<file path="config.mk">
export PLATFORM = sky130hd
export DESIGN_NAME = stage_if_queue_flat
export DESIGN_NICKNAME = d
export VERILOG_FILES = /design/src/rtl/stage_if_queue_pkg.sv /design/src/rtl/stage_if_queue_if.sv /design/src/rtl/stage_if_queue_fifo.sv /design/src/rtl/stage_if_queue.sv /design/src/flat_wrapper.sv
export SDC_FILE = /design/constraint.sdc
export NUM_CORES = 1
export LEC_CHECK = 0
export BUFFER_PORTS_ARGS = -buffer_cell sky130_fd_sc_hd__buf_2
export CELL_PAD_IN_SITES_DETAIL_PLACEMENT = 0
export CELL_PAD_IN_SITES_GLOBAL_PLACEMENT = 1
export CORE_MARGIN = 2
export CORE_UTILIZATION = 49
export DETAILED_ROUTE_END_ITERATION = 8
export PLACE_DENSITY = 0.79
export SLEW_MARGIN = 40
export SYNTH_ARGS = -nofsm -noshare
export SYNTH_HDL_FRONTEND = slang
export SYNTH_SLANG_ARGS = --single-unit
export TNS_END_PERCENT = 20
</file>
<file path="constraint.sdc">
create_clock -name clk -period 4 [get_ports clk]
set_clock_uncertainty 0.2 [all_clocks]
set_input_delay 1 -clock clk [delete_from_list [all_inputs] [get_ports clk]]
set_output_delay 1 -clock clk [all_outputs]
set_load 0.03 [all_outputs]
</file>
<file path="src/rtl/stage_if_queue_pkg.sv">
// Shared fetch-stage definitions: bus widths, PC step and fetch FSM encodings.
package stage_if_queue_pkg;

  localparam int unsigned MEM_ADDR_BUS = 32;
  localparam int unsigned INST_BUS     = 32;
  localparam int unsigned IF_PC_STEP   = 4;

  // Fetch FSM encodings
  localparam logic [1:0] IF_IDLE    = 2'd0;
  localparam logic [1:0] IF_WAIT    = 2'd1;
  localparam logic [1:0] IF_DISCARD = 2'd2;

endpackage

</file>
<file path="src/rtl/stage_if_queue_if.sv">
// Fetch-stage bus bundle: EX redirect, memory arbiter request/response, ID handshake.
interface stage_if_queue_if #(
  parameter int unsigned ADDR_W = 32,
  parameter int unsigned INST_W = 32
);

  logic              br;
  logic [ADDR_W-1:0] br_addr;
  logic              ram_busy;
  logic              ram_read;
  logic [ADDR_W-1:0] ram_addr;
  logic              ram_ready;
  logic [INST_W-1:0] ram_data;
  logic              out_valid;
  logic              out_ready;
  logic [ADDR_W-1:0] pc_o;
  logic [INST_W-1:0] inst_o;
  logic              stall_if;

  // Fetch stage side
  modport master (
    input  br, br_addr, ram_busy, ram_ready, ram_data, out_ready,
    output ram_read, ram_addr, out_valid, pc_o, inst_o, stall_if
  );

  // Environment side (EX, arbiter, ID)
  modport slave (
    output br, br_addr, ram_busy, ram_ready, ram_data, out_ready,
    input  ram_read, ram_addr, out_valid, pc_o, inst_o, stall_if
  );

endinterface

</file>
<file path="src/rtl/stage_if_queue_fifo.sv">
// Synchronous circular FIFO for {pc, inst} pairs; flush beats push and pop.
module if_inst_fifo #(
  parameter int unsigned WIDTH = 64,
  parameter int unsigned DEPTH = 4,
  localparam int unsigned PTR_W = $clog2(DEPTH)
) (
  input  logic             clk,
  input  logic             reset_n,
  input  logic             push,
  input  logic             pop,
  input  logic             flush,
  input  logic [WIDTH-1:0] din,
  output logic [WIDTH-1:0] dout,
  output logic             full,
  output logic             empty,
  output logic [PTR_W:0]   count
);

  logic [WIDTH-1:0] mem [DEPTH];
  logic [PTR_W-1:0] wr_ptr;
  logic [PTR_W-1:0] rd_ptr;
  logic             push_ok;
  logic             pop_ok;

  // Status and head read-out; head reads as zero when empty
  always_comb begin
    full    = (count == (PTR_W+1)'(DEPTH));
    empty   = (count == '0);
    push_ok = push && !full && !flush;
    pop_ok  = pop && !empty && !flush;
    dout    = empty ? '0 : mem[rd_ptr];
  end

  // Pointer and occupancy tracking; pointers wrap naturally
  always_ff @(posedge clk or negedge reset_n) begin
    if (!reset_n) begin
      wr_ptr <= '0;
      rd_ptr <= '0;
      count  <= '0;
    end else if (flush) begin
      wr_ptr <= '0;
      rd_ptr <= '0;
      count  <= '0;
    end else begin
      if (push_ok) wr_ptr <= wr_ptr + 1'b1;
      if (pop_ok)  rd_ptr <= rd_ptr + 1'b1;
      case ({push_ok, pop_ok})
        2'b10:   count <= count + 1'b1;
        2'b01:   count <= count - 1'b1;
        default: count <= count;
      endcase
    end
  end

  // Storage write
  always_ff @(posedge clk) begin
    if (push_ok) mem[wr_ptr] <= din;
  end

endmodule

</file>
<file path="src/rtl/stage_if_queue.sv">
// Instruction fetch stage with prefetch queue: one outstanding read, slot
// reserved before issue, branch flushes the queue and kills any in-flight read.
module stage_if_queue
  import stage_if_queue_pkg::*;
#(
  parameter int unsigned       ADDR_W   = MEM_ADDR_BUS,
  parameter int unsigned       INST_W   = INST_BUS,
  parameter int unsigned       DEPTH    = 4,
  parameter logic [ADDR_W-1:0] RESET_PC = '0,
  parameter int unsigned       PC_STEP  = IF_PC_STEP
) (
  input  logic             clk,
  input  logic             reset_n,
  stage_if_queue_if.master bus
);

  localparam int unsigned PTR_W = $clog2(DEPTH);

  logic [1:0]              state;
  logic [ADDR_W-1:0]       fetch_pc;
  logic                    ram_read_q;
  logic [ADDR_W-1:0]       ram_addr_q;

  logic                    fifo_push;
  logic                    fifo_pop;
  logic                    fifo_full;
  logic                    fifo_empty;
  logic [PTR_W:0]          fifo_count;
  logic [ADDR_W+INST_W-1:0] fifo_dout;
  logic [PTR_W+1:0]        used;
  logic                    slot_free;

  // Queue control and slot reservation: an outstanding read already owns a slot
  always_comb begin
    used      = {1'b0, fifo_count} + {{(PTR_W+1){1'b0}}, (state != IF_IDLE)};
    slot_free = (used < (PTR_W+2)'(DEPTH));
    fifo_push = (state == IF_WAIT) && bus.ram_ready && !bus.br && !fifo_full;
    fifo_pop  = !fifo_empty && bus.out_ready && !bus.br;
  end

  if_inst_fifo #(
    .WIDTH (ADDR_W + INST_W),
    .DEPTH (DEPTH)
  ) u_fifo (
    .clk     (clk),
    .reset_n (reset_n),
    .push    (fifo_push),
    .pop     (fifo_pop),
    .flush   (bus.br),
    .din     ({ram_addr_q, bus.ram_data}),
    .dout    (fifo_dout),
    .full    (fifo_full),
    .empty   (fifo_empty),
    .count   (fifo_count)
  );

  // Fetch FSM, PC register and request outputs
  always_ff @(posedge clk or negedge reset_n) begin
    if (!reset_n) begin
      state      <= IF_IDLE;
      fetch_pc   <= RESET_PC;
      ram_read_q <= 1'b0;
      ram_addr_q <= '0;
    end else begin
      case (state)
        IF_IDLE: begin
          if (bus.br) begin
            fetch_pc <= bus.br_addr;
          end else if (slot_free && !bus.ram_busy) begin
            ram_read_q <= 1'b1;
            ram_addr_q <= fetch_pc;
            state      <= IF_WAIT;
          end
        end
        IF_WAIT: begin
          // A response coinciding with br completes the read but is not pushed
          if (bus.ram_ready) begin
            ram_read_q <= 1'b0;
            state      <= IF_IDLE;
          end else if (bus.br) begin
            state      <= IF_DISCARD;
          end
          if (bus.br)
            fetch_pc <= bus.br_addr;
          else if (bus.ram_ready)
            fetch_pc <= fetch_pc + ADDR_W'(PC_STEP);
        end
        IF_DISCARD: begin
          if (bus.br) fetch_pc <= bus.br_addr;
          if (bus.ram_ready) begin
            ram_read_q <= 1'b0;
            state      <= IF_IDLE;
          end
        end
        default: begin
          state      <= IF_IDLE;
          ram_read_q <= 1'b0;
        end
      endcase
    end
  end

  // Output drive
  always_comb begin
    bus.ram_read  = ram_read_q;
    bus.ram_addr  = ram_addr_q;
    bus.out_valid = !fifo_empty;
    bus.stall_if  = fifo_empty;
    bus.pc_o      = fifo_dout[ADDR_W+INST_W-1:INST_W];
    bus.inst_o    = fifo_dout[INST_W-1:0];
  end

`ifndef SYNTHESIS
  // A response with no outstanding request is an arbiter protocol error
  assert property (@(posedge clk) disable iff (!reset_n)
    !(bus.ram_ready && state == IF_IDLE))
    else $error("stage_if_queue: ram_ready with no outstanding request");
`endif

endmodule

</file>
<file path="src/flat_wrapper.sv">
// flat-port wrapper written by rule: the top's interface ports become plain ports
module stage_if_queue_flat import stage_if_queue_pkg::*;
#(
  parameter int unsigned       ADDR_W   = MEM_ADDR_BUS,
  parameter int unsigned       INST_W   = INST_BUS,
  parameter int unsigned       DEPTH    = 4,
  parameter logic [ADDR_W-1:0] RESET_PC = '0,
  parameter int unsigned       PC_STEP  = IF_PC_STEP
)
  (clk, reset_n, bus_br, bus_br_addr, bus_ram_busy, bus_ram_ready, bus_ram_data, bus_out_ready, bus_ram_read, bus_ram_addr, bus_out_valid, bus_pc_o, bus_inst_o, bus_stall_if);
  stage_if_queue_if #(.ADDR_W(ADDR_W), .INST_W(INST_W)) bus_i ();
  input  logic clk;
  input  logic reset_n;
  input wire logic [$bits(bus_i.br)-1:0] bus_br;
  input wire logic [$bits(bus_i.br_addr)-1:0] bus_br_addr;
  input wire logic [$bits(bus_i.ram_busy)-1:0] bus_ram_busy;
  input wire logic [$bits(bus_i.ram_ready)-1:0] bus_ram_ready;
  input wire logic [$bits(bus_i.ram_data)-1:0] bus_ram_data;
  input wire logic [$bits(bus_i.out_ready)-1:0] bus_out_ready;
  output wire logic [$bits(bus_i.ram_read)-1:0] bus_ram_read;
  output wire logic [$bits(bus_i.ram_addr)-1:0] bus_ram_addr;
  output wire logic [$bits(bus_i.out_valid)-1:0] bus_out_valid;
  output wire logic [$bits(bus_i.pc_o)-1:0] bus_pc_o;
  output wire logic [$bits(bus_i.inst_o)-1:0] bus_inst_o;
  output wire logic [$bits(bus_i.stall_if)-1:0] bus_stall_if;
  assign bus_i.br = bus_br;
  assign bus_i.br_addr = bus_br_addr;
  assign bus_i.ram_busy = bus_ram_busy;
  assign bus_i.ram_ready = bus_ram_ready;
  assign bus_i.ram_data = bus_ram_data;
  assign bus_i.out_ready = bus_out_ready;
  assign bus_ram_read = bus_i.ram_read;
  assign bus_ram_addr = bus_i.ram_addr;
  assign bus_out_valid = bus_i.out_valid;
  assign bus_pc_o = bus_i.pc_o;
  assign bus_inst_o = bus_i.inst_o;
  assign bus_stall_if = bus_i.stall_if;
  stage_if_queue #(.ADDR_W(ADDR_W), .INST_W(INST_W), .DEPTH(DEPTH), .RESET_PC(RESET_PC), .PC_STEP(PC_STEP)) u_core (.clk(clk), .reset_n(reset_n), .bus(bus_i));
endmodule
</file>
* Yosys cells after proc, flatten, opt, wreduce, memory -nomap -nowiden
Memory sizes are Yosys's and may differ from the RTL's. Cells that the tools add are included.
Storage, ports and cells: word-level logic and storage cells 77, memories kept 1, output and inout port bits 99, bits in writable memories 256, register bits after elaboration 74, input port bits 70
Cells by class: $lt $le $gt $ge 1, bitwise gates (word level) 1, equal/unequal tests 11, $add $sub $neg 6, reduce and logical (&&, ||, !) cells 27, mux-type cells 23
Memory list:
- u_core.u_fifo.mem | words 4, width 64, rd ports 1, clocked after Yosys merged registers in 0, wr ports 1, RTL line stage_if_queue_fifo.sv:19 | logic [WIDTH-1:0] mem [DEPTH];
Operators with widths (number):
- 32-bit 2-to-1 mux | 3
- 64-bit 2-to-1 mux | 1
- 32-bit case mux with 2 select lines | 1
- 32-bit by 3-bit adder with 32-bit output (second input constant) | 1
- 2-bit 2-to-1 mux | 9
- 1-bit logical AND | 10
- 3-bit AND reduction | 3
- 2-bit nonzero test | 4
- 2-bit by 1-bit != test with 1-bit output (second input constant) | 3
- 2-bit case mux with 3 select lines | 1
- 3-bit case mux with 2 select lines | 1
- 1-bit 2-to-1 mux | 5
- 2-bit by 1-bit adder with 2-bit output (second input constant) | 2
- 3-bit by 1-bit adder with 4-bit output | 1
- 2-bit by 1-bit equality test with 1-bit output (second input constant) | 2
- 2-bit equality test (second input constant) | 2
- 1-bit logical NOT | 4
- 4-bit by 3-bit less-than comparator with 1-bit output (second input constant) | 1
- 2-bit != test (second input constant) | 2
- 4-bit AND reduction | 1
- 2-bit OR reduction | 2
- 3-bit by 1-bit adder with 3-bit output (second input constant) | 1
- 3-bit equality test (second input constant) | 1
- 3-bit logical NOT | 1
- other kinds (7) | 7

* Logic depth before layout (Yosys ltp)
depth after elaboration 9, gate-level depth with buffers 10, mapped depth without buffers 9

* By module
Synthesis repeated with hierarchy kept, for this count alone.
Second synthesis, totals: cells, all modules 806, area, all modules 13628.1 sq um
Modules (own cells, without submodules):
- if_inst_fifo | area an instance 10206.0 sq um, cells each 467, times used 1, sequential area each 7862.5 sq um
- stage_if_queue | area an instance 3422.0 sq um, cells each 339, times used 1, sequential area each 1676.6 sq um

* Worst setup path after synthesis
Ideal clock, no wire load.
path kind input -> register, start input port bus_br, end memory u_core.u_fifo.mem[0][0] (enable), required time 3.371 ns, setup slack 0.251 ns, stages on the path 4, setup time 0.429 ns, data arrival time 3.120 ns, path buffers 1, path through nand3b_1 a21oi_1 clkbuf_1 and2_1
Between the ends: longest elaborated chain between the ends 7
RTL lines:
- start: declaration | RTL line flat_wrapper.sv:14 | input wire logic [$bits(bus_i.br)-1:0] bus_br;
- 1-bit logical NOT (*) | RTL line stage_if_queue_fifo.sv:29, stage_if_queue.sv:37
- 1-bit logical AND (2 in a row) | RTL line stage_if_queue.sv:37 | fifo_push = (state == IF_WAIT) && bus.ram_ready && !bus.br && !fifo_full;
- 1-bit logical AND | RTL line stage_if_queue_fifo.sv:29 | push_ok = push && !full && !flush;
- 1-bit logical AND (*) | RTL line stage_if_queue_fifo.sv:29
- 1-bit 2-to-1 mux (*) | RTL line stage_if_queue_fifo.sv:57 | if (push_ok) mem[wr_ptr] <= din;
- 1-bit 2-to-1 mux (implied by the code) (*) | RTL line stage_if_queue_fifo.sv:57
- end: declaration | RTL line stage_if_queue_fifo.sv:19
Mark *: on every way between the ends. The rest lies on a longest branch, timed or not.

* Worst setup path in the final report
start register u_core.u_fifo.count[1], end output port bus_pc_o[11]
Between the ends: longest elaborated chain between the ends 2
RTL lines:
- start: declaration | RTL line stage_if_queue_fifo.sv:16 | output logic [PTR_W:0] count
- start signal: assignment | RTL line stage_if_queue_fifo.sv:48 | 2'b10: count <= count + 1'b1;
- start signal: assignment | RTL line stage_if_queue_fifo.sv:49 | 2'b01: count <= count - 1'b1;
- start signal: assignment | RTL line stage_if_queue_fifo.sv:50 | default: count <= count;
- 3-bit logical NOT | RTL line stage_if_queue_fifo.sv:28 | empty = (count == '0);
- 64-bit 2-to-1 mux | RTL line stage_if_queue_fifo.sv:31 | dout = empty ? '0 : mem[rd_ptr];
- end: declaration | RTL line flat_wrapper.sv:23 | output wire logic [$bits(bus_i.pc_o)-1:0] bus_pc_o;
Every way passes these cells.

==> results by group <==
GRT
  – Initial antenna violation count: 1
  – Number of global-route vias before repair: 7493
  – Total gr overflow: 0
  – GRT Total Usage: 19.2%
  – Global-route wire length before repair: 42300 um
  – Largest net degree at the start of global routing: 54

Die
  – # IOs: 169
  – Core ar.: 27000 um^2
  – Initial core utilization: 49.9%
  – Chip Height: 170 um
  – Site Rows: 60
  – DIE WIDTH: 170 um
  – Die ar.: 28800 um^2

Routing
  – ANT nets after route: 0
  – Via count: 7473
  – Final wirelength: 27200 um
  – Router iterations before antenna repair: 5
  – DRC: 0
  – Drt wl/cell: 20.3 um
  – Violation count after the first detailed-route iteration: 640
  – Vias per inst: 5.59

Place
  – Gpl congestion: 0.835
  – Pre-CTS setup slack: 0.836 ns
  – Area post-placement: 14900 um^2
  – Port Buffer Count: 168
  – Post-DP HPWL: 17800 um

Yosys
  – Async SR Flop Fraction: 22.4%
  – Mapped Nets: 863
  – Post-synth EDFFs: 256
  – Distinct cells, synth: 50
  – Synthesized instance count: 783
  – Syn Area/Cell: 17.2 um^2
  – Number of synthesized register bits: 330
  – Post-synthesis sequential area ratio: 70.9%
  – Synth Cell Area: 13400 um^2
  – Synth warn: 0
  – Top FF cell, synth: edfxtp_1

Power
  – Logic pwr share: 32.6%
  – VDD IR max: 0.344 mV
  – Sw Pwr: 4.16 mW
  – Sequential Power Share: 42.5%
  – Leak: 5.71 nW
  – Internal Pwr Total: 7.52 mW
  – Power Density: 735 nW/um^2
  – Clock power share: 24.8%
  – Switching Share: 35.6%

Clock tree
  – CTS H-Tree Depth: 2
  – Sink Count: 330
  – TritonCTS clock tree: done
  – Cts bufs inserted: 35
  – Setup Buffers After CTS: 0
  – Clock Path Buffers: 3
  – Hold Buf Count CTS: 0
  – Clock Latency Late Sink: 0.50 ns
  – Clock root cell: clkbuf_16
  – Clock transition at path regs: 0.06 ns
  – Post-CTS resize count: 0

Finish
  – Register area: 9550 um^2
  – Multi-input gate area: 3730 um^2
  – Fillers: 2115
  – Fraction of layout cells with a size suffix above 1: 35.8%
  – Final Instance Area: 15900 um^2
  – Nets: 1052
  – Area Overhead vs Synth: 18.2%
  – Inserted Diodes: 0

Timing
  – Hold WS: 0.292 ns
  – Final TNS setup: 0 ns
  – Fmax: 285 MHz
  – Worst-Margin Slew: 0.670 ns
  – Final period utilization: 87.9%
  – Fin. Hold Viols: 0
  – Fin. max-slew vios: 0
  – Endpoints failing setup: 0
  – Setup repair after global routing missed its margin: no
  – Setup ws final: 0.486 ns
  – Crit path time final: 3.51 ns
  – Rel. slew slack: 55.1%

Job
  – MaxCap Viol Count: 0

Worst setup path
  – Critical Path Sink Type: primary output
  – CP startpoint kind: flip-flop
  – Crit path max fanout: 43
  – CP startpoint: u_core.u_fifo.count[1]
  – Crit Path Category: reg -> out
  – FF-to-FF Start: u_core.u_fifo.count[1]
  – CP Data Required Time: 2.80 ns
  – WP data arrival: 2.31 ns

Status
  – Status: finished, final reports clean

Hold path
  – Worst Hold Class: in -> async
-- cell families after synthesis --
family | count (synthesis) | synth area share [%]
AO/OA/AOI/OAI | 103 | 4.71
XOR/XNOR | 4 | 0.261
adder cells (fa/ha/maj) | 10 | 0.986
buffers and inverters | 50 | 1.51
flip-flops | 330 | 70.9
multiplexers | 103 | 13.9
AND/OR/NAND/NOR | 183 | 7.66
-- critical path, cell delays in order (launching register included) --
cell and delay (ns):
dfrtp_1 0.41, or3_2 0.76, buf_12 0.29, and2_1 0.16
buf_2 0.17
-- area by class of cell --
type	count	area share (%)
Clock inverter	11	0.323
Timing Repair Buffer	195	7.13
Clock buffer	49	6.17
Multi-Input combinational cell	403	23.5
Sequential cell	330	60.0
Tap cell	341	2.68
Inverter	7	0.165
-- final timing paths --
path	end	slack [ns]	cells after the start
setup / recovery	bus_pc_o[11]	0.49	4
max in group asynchronous	u_core.bus.ram_addr[28]	2.63	2
min in group clk	u_core.fetch_pc[0]	0.30	1
hold / removal	u_core.bus.ram_addr[10]	0.29	1
setup reg to reg	u_core.u_fifo.count[2]	1.06	7
hold reg to reg	u_core.fetch_pc[0]	0.30	1
-- cell usage in the layout (no fill, tap or decap), drive strengths merged, types with 4 or more instances in the layout --
master   instances
dfrtp           74
nor3             9
clkinv          10
or3              7
o21ai           21
nor4             4
clkbuf          49
mux4            64
mux2i            4
nand3           21
mux2            35
a21oi           43
nor2            22
a2bb2oi          7
o22ai           10
edfxtp         256
nand4           12
inv              7
and2            70
buf            195
nand2           23
and3             6
ha               9
-- metal layers --
| metal | track usage [%] | vias to the layer above | wire length (um) | share of wire [%] |
|---|---|---|---|---|
| li1 | - | 3464 | - | - |
| met1 | 27.8 | 3748 | 12100 | 45 |
| met2 | 31.0 | 231 | 13000 | 48 |
| met3 | 3.19 | 30 | 1670 | 6.1 |
| met4 | 4.27 | 0 | 399 | 1.5 |
| met5 | 0 | - | 0 | 0 |
-- through the flow --
stage,cells,power (mW),utilization (%)
final,1336,11.7,59.0
after detailed placement,1276,8.90,55.2
after global placement,1276,8.84,55.2
after global routing,1336,12.3,59.0
after CTS,1336,11.8,59.0
after floorplan,783,7.61,-
-- flip-flops by register name, summed over array words and instances (netlist names) --
register,count
u_core.state,2
u_core.bus.ram_read,1
u_core.u_fifo.wr_ptr,2
u_core.fetch_pc,32
u_core.u_fifo.rd_ptr,2
u_core.bus.ram_addr,32
u_core.u_fifo.count,3
u_core.u_fifo.mem,256
-- power by group through the flow --
stage / clock [mW] / combinational, mW / sequential (mW)
after floorplan: 0 / 2.50 / 5.11
after global routing: 3.11 / 4.11 / 5.06
after global placement: 0 / 3.82 / 5.02
final: 2.90 / 3.81 / 4.97
after CTS: 2.97 / 3.87 / 4.97
after detailed placement: 0 / 3.86 / 5.04
-- cell usage after synthesis (3+ instances only) --
master / number / area (um^2)
mux4_2: 64 / 1440
o22ai_1: 10 / 62.6
and3_1: 5 / 31.3
buf_2: 12 / 60.1
o32ai_1: 3 / 26.3
ha_1: 9 / 113
dfrtp_1: 74 / 1850
mux2i_1: 4 / 40.0
a2bb2oi_1: 7 / 61.3
a211oi_1: 3 / 22.5
nor4_1: 3 / 18.8
a21oi_1: 43 / 215
nand3_1: 20 / 100
edfxtp_1: 256 / 7690
o21ai_0: 21 / 105
clkbuf_1: 26 / 97.6
or3_1: 7 / 43.8
and2_1: 70 / 438
mux2_2: 35 / 394
nor2_1: 22 / 82.6
nor3_1: 9 / 45.0
nand2_1: 23 / 86.3
buf_1: 5 / 18.8
inv_1: 7 / 26.3
nand4_1: 12 / 75.1
No activity file was read; power rests on OpenSTA's default activity.
